`src/rtl/h_bdy_eng_iss.sv`:
```
// ---------------------------------------------------------------------------
// h_bdy_eng_iss -- issue stage for the body-engine execute unit.
//
// Holds upstream commands in an in-order FIFO and issues them to the execute
// stage. No more than CREDITS commands may be issued and not yet completed.
// A flush throws away the queued commands and then waits until every
// outstanding command has completed.
//
// Handshake rule, used by both interfaces: a transfer happens on a rising clk
// edge where valid and ready are both 1. Valid never depends on ready. While
// valid is high and ready is low, the payload and tag do not change. Ready is
// a combinational function of registered state only.
//
// Ports:
//   clk, arst_n      clock; asynchronous active-low reset
//   cmd_vld_i/cmd_i  upstream command; cmd_rdy_o accepts it
//   exe_vld_o/exe_cmd_o/exe_tag_o  command to exe, issued on exe_rdy_i
//   exe_cmpl_i       completion pulse from exe; returns one credit
//   flush_i          discard the queue and drain outstanding commands
//   flush_done_o     one-cycle pulse on the cycle the drain finishes
//   occ_o            FIFO occupancy
//   err_o            sticky; set by a completion when nothing is outstanding
//   stall_cnt_o      saturating count of stalled cycles
//                    (only when H_BDY_ENG_ISS_STALL_CNT_EN is defined)
//   dbg_state_o      FSM state: 0 IDLE, 1 RUN, 2 DRAIN
//
// Optional feature macro: H_BDY_ENG_ISS_STALL_CNT_EN
// ---------------------------------------------------------------------------
module h_bdy_eng_iss #(
    parameter int DEPTH   = 4,
    parameter int CMD_W   = 32,
    parameter int CREDITS = 2,
    parameter int TAG_W   = 4
) (
    input  logic                         clk,
    input  logic                         arst_n,
    input  logic                         cmd_vld_i,
    input  logic [CMD_W-1:0]             cmd_i,
    output logic                         cmd_rdy_o,
    output logic                         exe_vld_o,
    output logic [CMD_W-1:0]             exe_cmd_o,
    output logic [TAG_W-1:0]             exe_tag_o,
    input  logic                         exe_rdy_i,
    input  logic                         exe_cmpl_i,
    input  logic                         flush_i,
    output logic                         flush_done_o,
    output logic [$clog2(DEPTH+1)-1:0]   occ_o,
    output logic                         err_o,
`ifdef H_BDY_ENG_ISS_STALL_CNT_EN
    output logic [31:0]                  stall_cnt_o,
`endif
    output logic [1:0]                   dbg_state_o
);

    localparam int OCC_W = $clog2(DEPTH + 1);
    localparam int PTR_W = $clog2(DEPTH);
    localparam int CRD_W = $clog2(CREDITS + 1);

    localparam logic [1:0] ST_IDLE  = 2'd0;
    localparam logic [1:0] ST_RUN   = 2'd1;
    localparam logic [1:0] ST_DRAIN = 2'd2;

    logic [1:0]       state_q, state_d;
    logic [CMD_W-1:0] mem_q [DEPTH];
    logic [CMD_W-1:0] mem_d [DEPTH];
    logic [PTR_W-1:0] rd_ptr_q, rd_ptr_d;
    logic [PTR_W-1:0] wr_ptr_q, wr_ptr_d;
    logic [OCC_W-1:0] occ_q, occ_d;
    logic [CRD_W-1:0] credits_q, credits_d;
    logic [TAG_W-1:0] tag_q, tag_d;
    logic             err_q, err_d;

    logic empty, full, push, issue, cmpl_ok, flush_go, drain_done;

    assign empty = (occ_q == '0);
    assign full  = (occ_q == OCC_W'(DEPTH));

    // arst_n is included so that every output reads 0 while reset is held.
    assign cmd_rdy_o = arst_n && !full && (state_q != ST_DRAIN);
    assign exe_vld_o = !empty && (credits_q != '0) && (state_q != ST_DRAIN);
    // An empty FIFO shows 0 rather than the stale slot under the read pointer.
    assign exe_cmd_o = empty ? '0 : mem_q[rd_ptr_q];
    assign exe_tag_o = tag_q;
    assign occ_o     = occ_q;
    assign err_o     = err_q;
    assign dbg_state_o = state_q;

    assign push     = cmd_vld_i && cmd_rdy_o;
    assign issue    = exe_vld_o && exe_rdy_i;
    // A completion counts only when a command is actually outstanding.
    assign cmpl_ok  = exe_cmpl_i && (credits_q != CRD_W'(CREDITS));
    assign flush_go = flush_i && (state_q != ST_DRAIN);
    // The drain finishes on the cycle the last credit comes back, including
    // the completion that arrives in that same cycle.
    assign drain_done = (state_q == ST_DRAIN) &&
                        ((credits_q == CRD_W'(CREDITS)) ||
                         (cmpl_ok && (credits_q == CRD_W'(CREDITS - 1))));
    assign flush_done_o = drain_done;

    always_comb begin
        mem_d    = mem_q;
        rd_ptr_d = rd_ptr_q;
        wr_ptr_d = wr_ptr_q;
        occ_d    = occ_q;
        if (flush_go) begin
            // An issue in the flush cycle still takes place. The FIFO
            // contents, including any push in this cycle, are dropped.
            rd_ptr_d = '0;
            wr_ptr_d = '0;
            occ_d    = '0;
        end else begin
            if (push) begin
                mem_d[wr_ptr_q] = cmd_i;
                wr_ptr_d        = wr_ptr_q + PTR_W'(1);
            end
            if (issue) begin
                rd_ptr_d = rd_ptr_q + PTR_W'(1);
            end
            if (push && !issue) begin
                occ_d = occ_q + OCC_W'(1);
            end else if (!push && issue) begin
                occ_d = occ_q - OCC_W'(1);
            end
        end
    end

    always_comb begin
        credits_d = credits_q;
        if (issue && !cmpl_ok) begin
            credits_d = credits_q - CRD_W'(1);
        end else if (!issue && cmpl_ok) begin
            credits_d = credits_q + CRD_W'(1);
        end
        tag_d = issue ? tag_q + TAG_W'(1) : tag_q;
        err_d = err_q || (exe_cmpl_i && !cmpl_ok);
    end

    always_comb begin
        state_d = state_q;
        case (state_q)
            ST_IDLE: begin
                if (flush_go) begin
                    state_d = ST_DRAIN;
                end else if (push) begin
                    state_d = ST_RUN;
                end
            end
            ST_RUN: begin
                if (flush_go) begin
                    state_d = ST_DRAIN;
                end else if (empty && !push && (credits_q == CRD_W'(CREDITS))) begin
                    state_d = ST_IDLE;
                end
            end
            ST_DRAIN: begin
                if (drain_done) begin
                    state_d = ST_IDLE;
                end
            end
            default: state_d = ST_IDLE;
        endcase
    end

    always_ff @(posedge clk or negedge arst_n) begin
        if (!arst_n) begin
            state_q   <= ST_IDLE;
            rd_ptr_q  <= '0;
            wr_ptr_q  <= '0;
            occ_q     <= '0;
            credits_q <= CRD_W'(CREDITS);
            tag_q     <= '0;
            err_q     <= 1'b0;
        end else begin
            state_q   <= state_d;
            rd_ptr_q  <= rd_ptr_d;
            wr_ptr_q  <= wr_ptr_d;
            occ_q     <= occ_d;
            credits_q <= credits_d;
            tag_q     <= tag_d;
            err_q     <= err_d;
        end
    end

    // Storage has no reset. Reads are masked whenever the FIFO is empty.
    always_ff @(posedge clk) begin
        mem_q <= mem_d;
    end

`ifdef H_BDY_ENG_ISS_STALL_CNT_EN
    logic [31:0] stall_cnt_q, stall_cnt_d;

    always_comb begin
        stall_cnt_d = stall_cnt_q;
        if (exe_vld_o && !exe_rdy_i && (stall_cnt_q != '1)) begin
            stall_cnt_d = stall_cnt_q + 32'd1;
        end
    end

    always_ff @(posedge clk or negedge arst_n) begin
        if (!arst_n) begin
            stall_cnt_q <= '0;
        end else begin
            stall_cnt_q <= stall_cnt_d;
        end
    end

    assign stall_cnt_o = stall_cnt_q;
`endif

endmodule

```
`config.mk`:
```
export PLATFORM = sky130hd
export DESIGN_NAME = h_bdy_eng_iss
export DESIGN_NICKNAME = d
export VERILOG_FILES = /design/src/rtl/h_bdy_eng_iss.sv
export SDC_FILE = /design/constraint.sdc
export NUM_CORES = 1
export LEC_CHECK = 0
export CORE_MARGIN = 1.5
export CORE_UTILIZATION = 50
export CTS_BUF_LIST = sky130_fd_sc_hd__clkbuf_4 sky130_fd_sc_hd__clkbuf_8
export DETAILED_ROUTE_END_ITERATION = 8
export PLACE_DENSITY_LB_ADDON = 0.05
export SLEW_MARGIN = 5
export SYNTH_ARGS = -nofsm -noshare
export SYNTH_HDL_FRONTEND = slang
export SYNTH_SLANG_ARGS = --single-unit
export TNS_END_PERCENT = 100
```
`constraint.sdc`:
```
create_clock -name clk -period 4.95 [get_ports clk]
set_input_delay 0.99 -clock clk [delete_from_list [all_inputs] [get_ports clk]]
set_output_delay 0.99 -clock clk [all_outputs]
set_load 0.05 [all_outputs]
```
After elaboration in Yosys (flattened, before gate mapping)

Index checks and enable logic that the tools add are counted.

Word-level logic and storage cells: 90
Output and inout bits: 45
Input port bits: 38
Register bits after elaboration: 144

Bitwise gates (word level): 3
Add/sub/neg operators: 7
$lt $le $gt $ge: 3
Equal/unequal tests: 10
Reduce and logical (&&, ||, !) cells: 34
Muxes and demuxes: 22

Operators with widths:

| operator              | number |
|---|---|
| $bwmux W128           | 1 |
| $mux W32              | 4 |
| $bmux W32 S2          | 1 |
| $demux W32 S2         | 1 |
| $mux W2               | 11 |
| $logic_and A1 B1 Y1   | 18 |
| $mux W3               | 3 |
| $reduce_bool A2 Y1    | 4 |
| $add A2 B1 Y2 const B | 3 |
| $ge A3 B3 Y1 const B  | 2 |
| $ne A2 B2 Y1 const B  | 3 |
| $ne A3 B3 Y1 const B  | 2 |
| $not A2 Y3            | 2 |
| $pmux W2 S3           | 1 |
| $logic_not A1 Y1      | 5 |
| $add A4 B1 Y4 const B | 1 |
| $eq A2 B1 Y1 const B  | 2 |
| $eq A2 B2 Y1 const B  | 2 |
| $add A3 B1 Y3 const B | 1 |
| $eq A3 B3 Y1 const B  | 1 |
| $logic_not A3 Y1      | 1 |
| $lt A3 B1 Y1 const B  | 1 |
| $reduce_and A3 Y1     | 1 |
| $reduce_bool A3 Y1    | 1 |
| 6 further kinds       | 7 |

Depth between registers and ports, before layout

Depth in word-level cells: 11
Gate-level depth with buffers: 9
Gate-level depth less buffers: 8

Worst setup path after synthesis

No wires, ideal clock.

Path kind: register -> output
From: register occ_q[0], in the netlist occ_o[0]
To: output exe_vld_o
Arrival: 2.190 ns
Path slack: 1.770 ns
Required time: 3.960 ns
Cell stages (with the launch flop): 4
Cells stage by stage: dfrtp_1 nor3_2 clkbuf_1 nor3_1

Word-level cells in the longest chain between the ends: 4

Ends and longest elaborated chain:

| item                              | RTL line | RTL |
|---|---|---|
| start, declared                   | 68       | `logic [OCC_W-1:0] occ_q, occ_d;` |
| start signal, assigned            | 169      | `occ_q <= '0;` |
| start signal, assigned            | 177      | `occ_q <= occ_d;` |
| $logic_not A3 Y1                  | 75       | `assign empty = (occ_q == '0);` |
| $logic_not A1 Y1                  | 80       | `assign exe_vld_o = !empty && (credits_q != '0) && (state_q != ST_DRAIN);` |
| $logic_and A1 B1 Y1 (2 in series) | 80       |  |
| end, declared                     | 40       | `output logic exe_vld_o,` |

Every way passes these cells.

Worst setup path after layout

From: register rd_ptr_q[0]
To: output exe_cmd_o[12]

Word-level cells in the longest chain between the ends: 5

Ends and longest elaborated chain:

| item                                         | RTL line | RTL |
|---|---|---|
| start, declared                              | 66       | `logic [PTR_W-1:0] rd_ptr_q, rd_ptr_d;` |
| start signal, assigned                       | 175      | `rd_ptr_q <= rd_ptr_d;` |
| $not A2 Y3 (implied by the code)             | 82       | `assign exe_cmd_o = empty ? '0 : mem_q[rd_ptr_q];` |
| $bmux W32 S2                                 | 82       |  |
| $mux W32 (implied by the code) (2 in series) | 82       |  |
| $mux W32                                     | 82       |  |
| end, declared                                | 41       | `output logic [CMD_W-1:0] exe_cmd_o,` |

Every way passes these cells. The select of a mux whose other input is x is not followed.

==> results.py <==
metrics = {
    "run_status": {
        "status": "completed",
    },
    "timing": {
        "fin_tns_setup_ps": 0,
        "clock.fmax_mhz": 264,
        "finalSetupViolCount": 0,
        "drv_slew": 0,
        "period_share": 0.764,
        "skew_ps": 8.20,
        "hold-worst-slack_ps": 460,
        "period_needed_ps": 3780,
        "rsz0062_at_grt": "false",
        "hold_violations": 0,
        "setup_ws_ps": 1170,
        "worst_pin_slew_ps": 888,
        "slew_headroom": 0.408,
    },
    "layout": {
        "finalNonFillerCells": 539,
        "fin_area_mm2": 0.00714,
        "num_antenna_cells": 0,
        "fillers": 847,
        "drive_gt1_frac": 0.199,
        "finalNetCount": 432,
        "area_growth_syn_to_layout_pct": 23.7,
        "post-route-util": 0.631,
        "final_cell_mix": "edfxtp_1, clkdlybuf4s50_1, nor2b_1, mux4_2, clkbuf_8",
        "mostFrequentLayoutCell": "edfxtp_1",
    },
    "clock_tree": {
        "clk_pin_slew_ps": 70,
        "post-cts-setup-buffers": 0,
        "cts_buffers": 17,
        "cts_tree": "yes",
        "worst_skew_pair.late_latency_ps": 430,
        "cts-root-buf": "clkbuf_8",
        "postCtsHoldBufs": 0,
        "cts_htree_levels": 4,
        "ctsResizeCount": 0,
        "cts_sinks": 144,
        "clockBufferDepth": 2,
    },
    "synth": {
        "yosysSeqAreaShare": 0.736,
        "syn_avg_cell_area_um2": 19.8,
        "ys_seq_elements": 144,
        "synth_cells": 291,
        "syn_nets": 339,
        "synth.distinct_cells": 33,
        "synthesis.area_mm2": 0.00577,
        "yosys.area.top_type_share": 0.666,
        "post-synth-top-area-cell": "edfxtp_1",
        "yosysWarningCount": 0,
        "synthTopCellsByArea": "edfxtp_1, mux4_2, dfrtp_1",
    },
    "detailed_routing": {
        "vias": 2878,
        "drtIter0Drc": 148,
        "wl_um": 9830,
        "first_pass_iters": 4,
        "ant_nets": 0,
        "viasPerCell": 5.34,
        "drc": 0,
        "post_drt_wl_per_cell_um": 18.2,
    },
    "grt": {
        "overflow": 0,
        "grt_util_all_layers": 0.176,
        "grt_max_degree": 34,
        "grt_antenna_before_repair": 0,
        "grt_first_pass_wirelength_um": 16000,
        "grt_pass1_vias": 3100,
    },
    "critical_path": {
        "cp.arrival_ps": 2790,
        "cp_slowest_cell": "clkdlybuf4s50_1",
        "crit_fanout": 22,
        "cp_cell_sequence": "buf_12, mux4_2, nor2b_1, clkdlybuf4s50_1",
        "cp-end-kind": "output pin",
        "worstSetupStartpointType": "flop",
        "critPathKind": "reg2out",
        "critPathRequiredTime_ps": 3960,
        "slowest_delay_ps": 730,
    },
    "pwr": {
        "leakagePower_nw": 2.37,
        "max-vdd-ir-drop_mv": 0.469,
        "internal_power_mw": 2.56,
        "p_seq_frac": 0.373,
        "total_power_mw": 4.18,
        "sw_frac_of_total": 0.388,
        "power_frac_comb": 0.418,
        "clockPowerShare": 0.208,
        "powerDensity_mw_per_mm2": 586,
        "p_switching_mw": 1.62,
    },
    "hold_path": {
        "min_path_type": "reg2reg",
    },
    "placement": {
        "hpwl_um": 5960,
        "dp_cells": 508,
        "gp_congestion": 0.696,
        "post-place-ws_ps": 1270,
        "io_buffers": 82,
        "place_area_mm2": 0.00676,
    },
    "die": {
        "io-pin-count": 83,
        "dieArea_mm2": 0.0122,
        "die_w_um": 110,
        "start_util": 0.510,
        "fp.coreArea_mm2": 0.0113,
        "die_h_um": 110,
        "rows": 39,
    },
    "run": {
        "timing.max_cap.violations": 0,
    },
}
==> cells by family after synthesis <==
group / share of synthesized area
buf+inv: 0.0176
flops: 0.736
simple gates: 0.0700
xor+xnor: 0.0165
mux: 0.129
compound gates: 0.00889
fa+ha+maj: 0.0230
==> sequential cells by signal (all words and copies together) (netlist names) <==
| name | cells |
|---|---|
| mem_q | 128 |
| exe_tag_o | 4 |
| occ_o | 3 |
| credits_q | 2 |
| dbg_state_o | 2 |
| rd_ptr_q | 2 |
| wr_ptr_q | 2 |
| err_o | 1 |
==> final cells by class <==
class                      instances  area, um2  area share
tap                              143        179      0.0251
multi-input combinational        127       1440       0.201
inverter                           7       26.3     0.00368
sequential                       144       4250       0.595
timing repair buffer              87        871       0.122
clock inverter                    14        145      0.0203
clock buffer                      17        234      0.0328
==> worst paths after layout <==
check / from / to / slack, ps / cells past startpoint
max in group asynchronous: arst_n / credits_q[1] / 3830 / 2
min in group asynchronous: arst_n / exe_tag_o[0] / 870 / 2
worst min-delay path: err_o / err_o / 460 / 1
worst max-delay path: rd_ptr_q[0] / exe_cmd_o[12] / 1170 / 4
worst max register to register: occ_o[0] / occ_o[2] / 2430 / 7
worst min register to register: err_o / err_o / 460 / 1
==> power groups by stage <==
| stage | sequential (mW) | combinational, mW | clock [mW] |
|---|---|---|---|
| floorplan | 1.63 | 1.16 | 0 |
| global placement | 1.59 | 1.75 | 0 |
| detailed placement | 1.59 | 1.77 | 0 |
| CTS | 1.57 | 1.77 | 0.892 |
| global route | 1.58 | 1.85 | 0.946 |
| finish | 1.56 | 1.75 | 0.872 |
==> cell usage after synthesis <==
cell	instances
edfxtp_1	128
nor2b_1	34
mux4_2	32
dfrtp_1	15
ha_1	9
clkbuf_1	8
nor2_1	8
inv_1	7
xnor2_1	7
nand2_1	6
and3_1	5
buf_4	3
a21o_1	2
a21oi_1	2
buf_6	2
nand2b_1	2
nor3_1	2
o21ai_0	2
or3b_1	2
xor2_1	2
a211oi_1	1
a21oi_2	1
and4_4	1
dfstp_2	1
fa_1	1
mux2_1	1
mux2i_1	1
nand3_1	1
nand3b_4	1
nand4_1	1
nor3_2	1
nor4b_2	1
xor2_2	1
==> critical path, delay by kind of cell, from the launching register on <==
family / cells / cell delay (ps)
mux: 1 / 510
simple gates: 1 / 150
buf+inv: 2 / 1010
flops: 1 / 670
==> routing by layer <==
metal  global-route usage  wire [um]
met5                    0          0
met1                0.222       4140
met3               0.0576        515
met4               0.0701        127
met2                0.286       5040
Power figures use the tool's default switching activity.
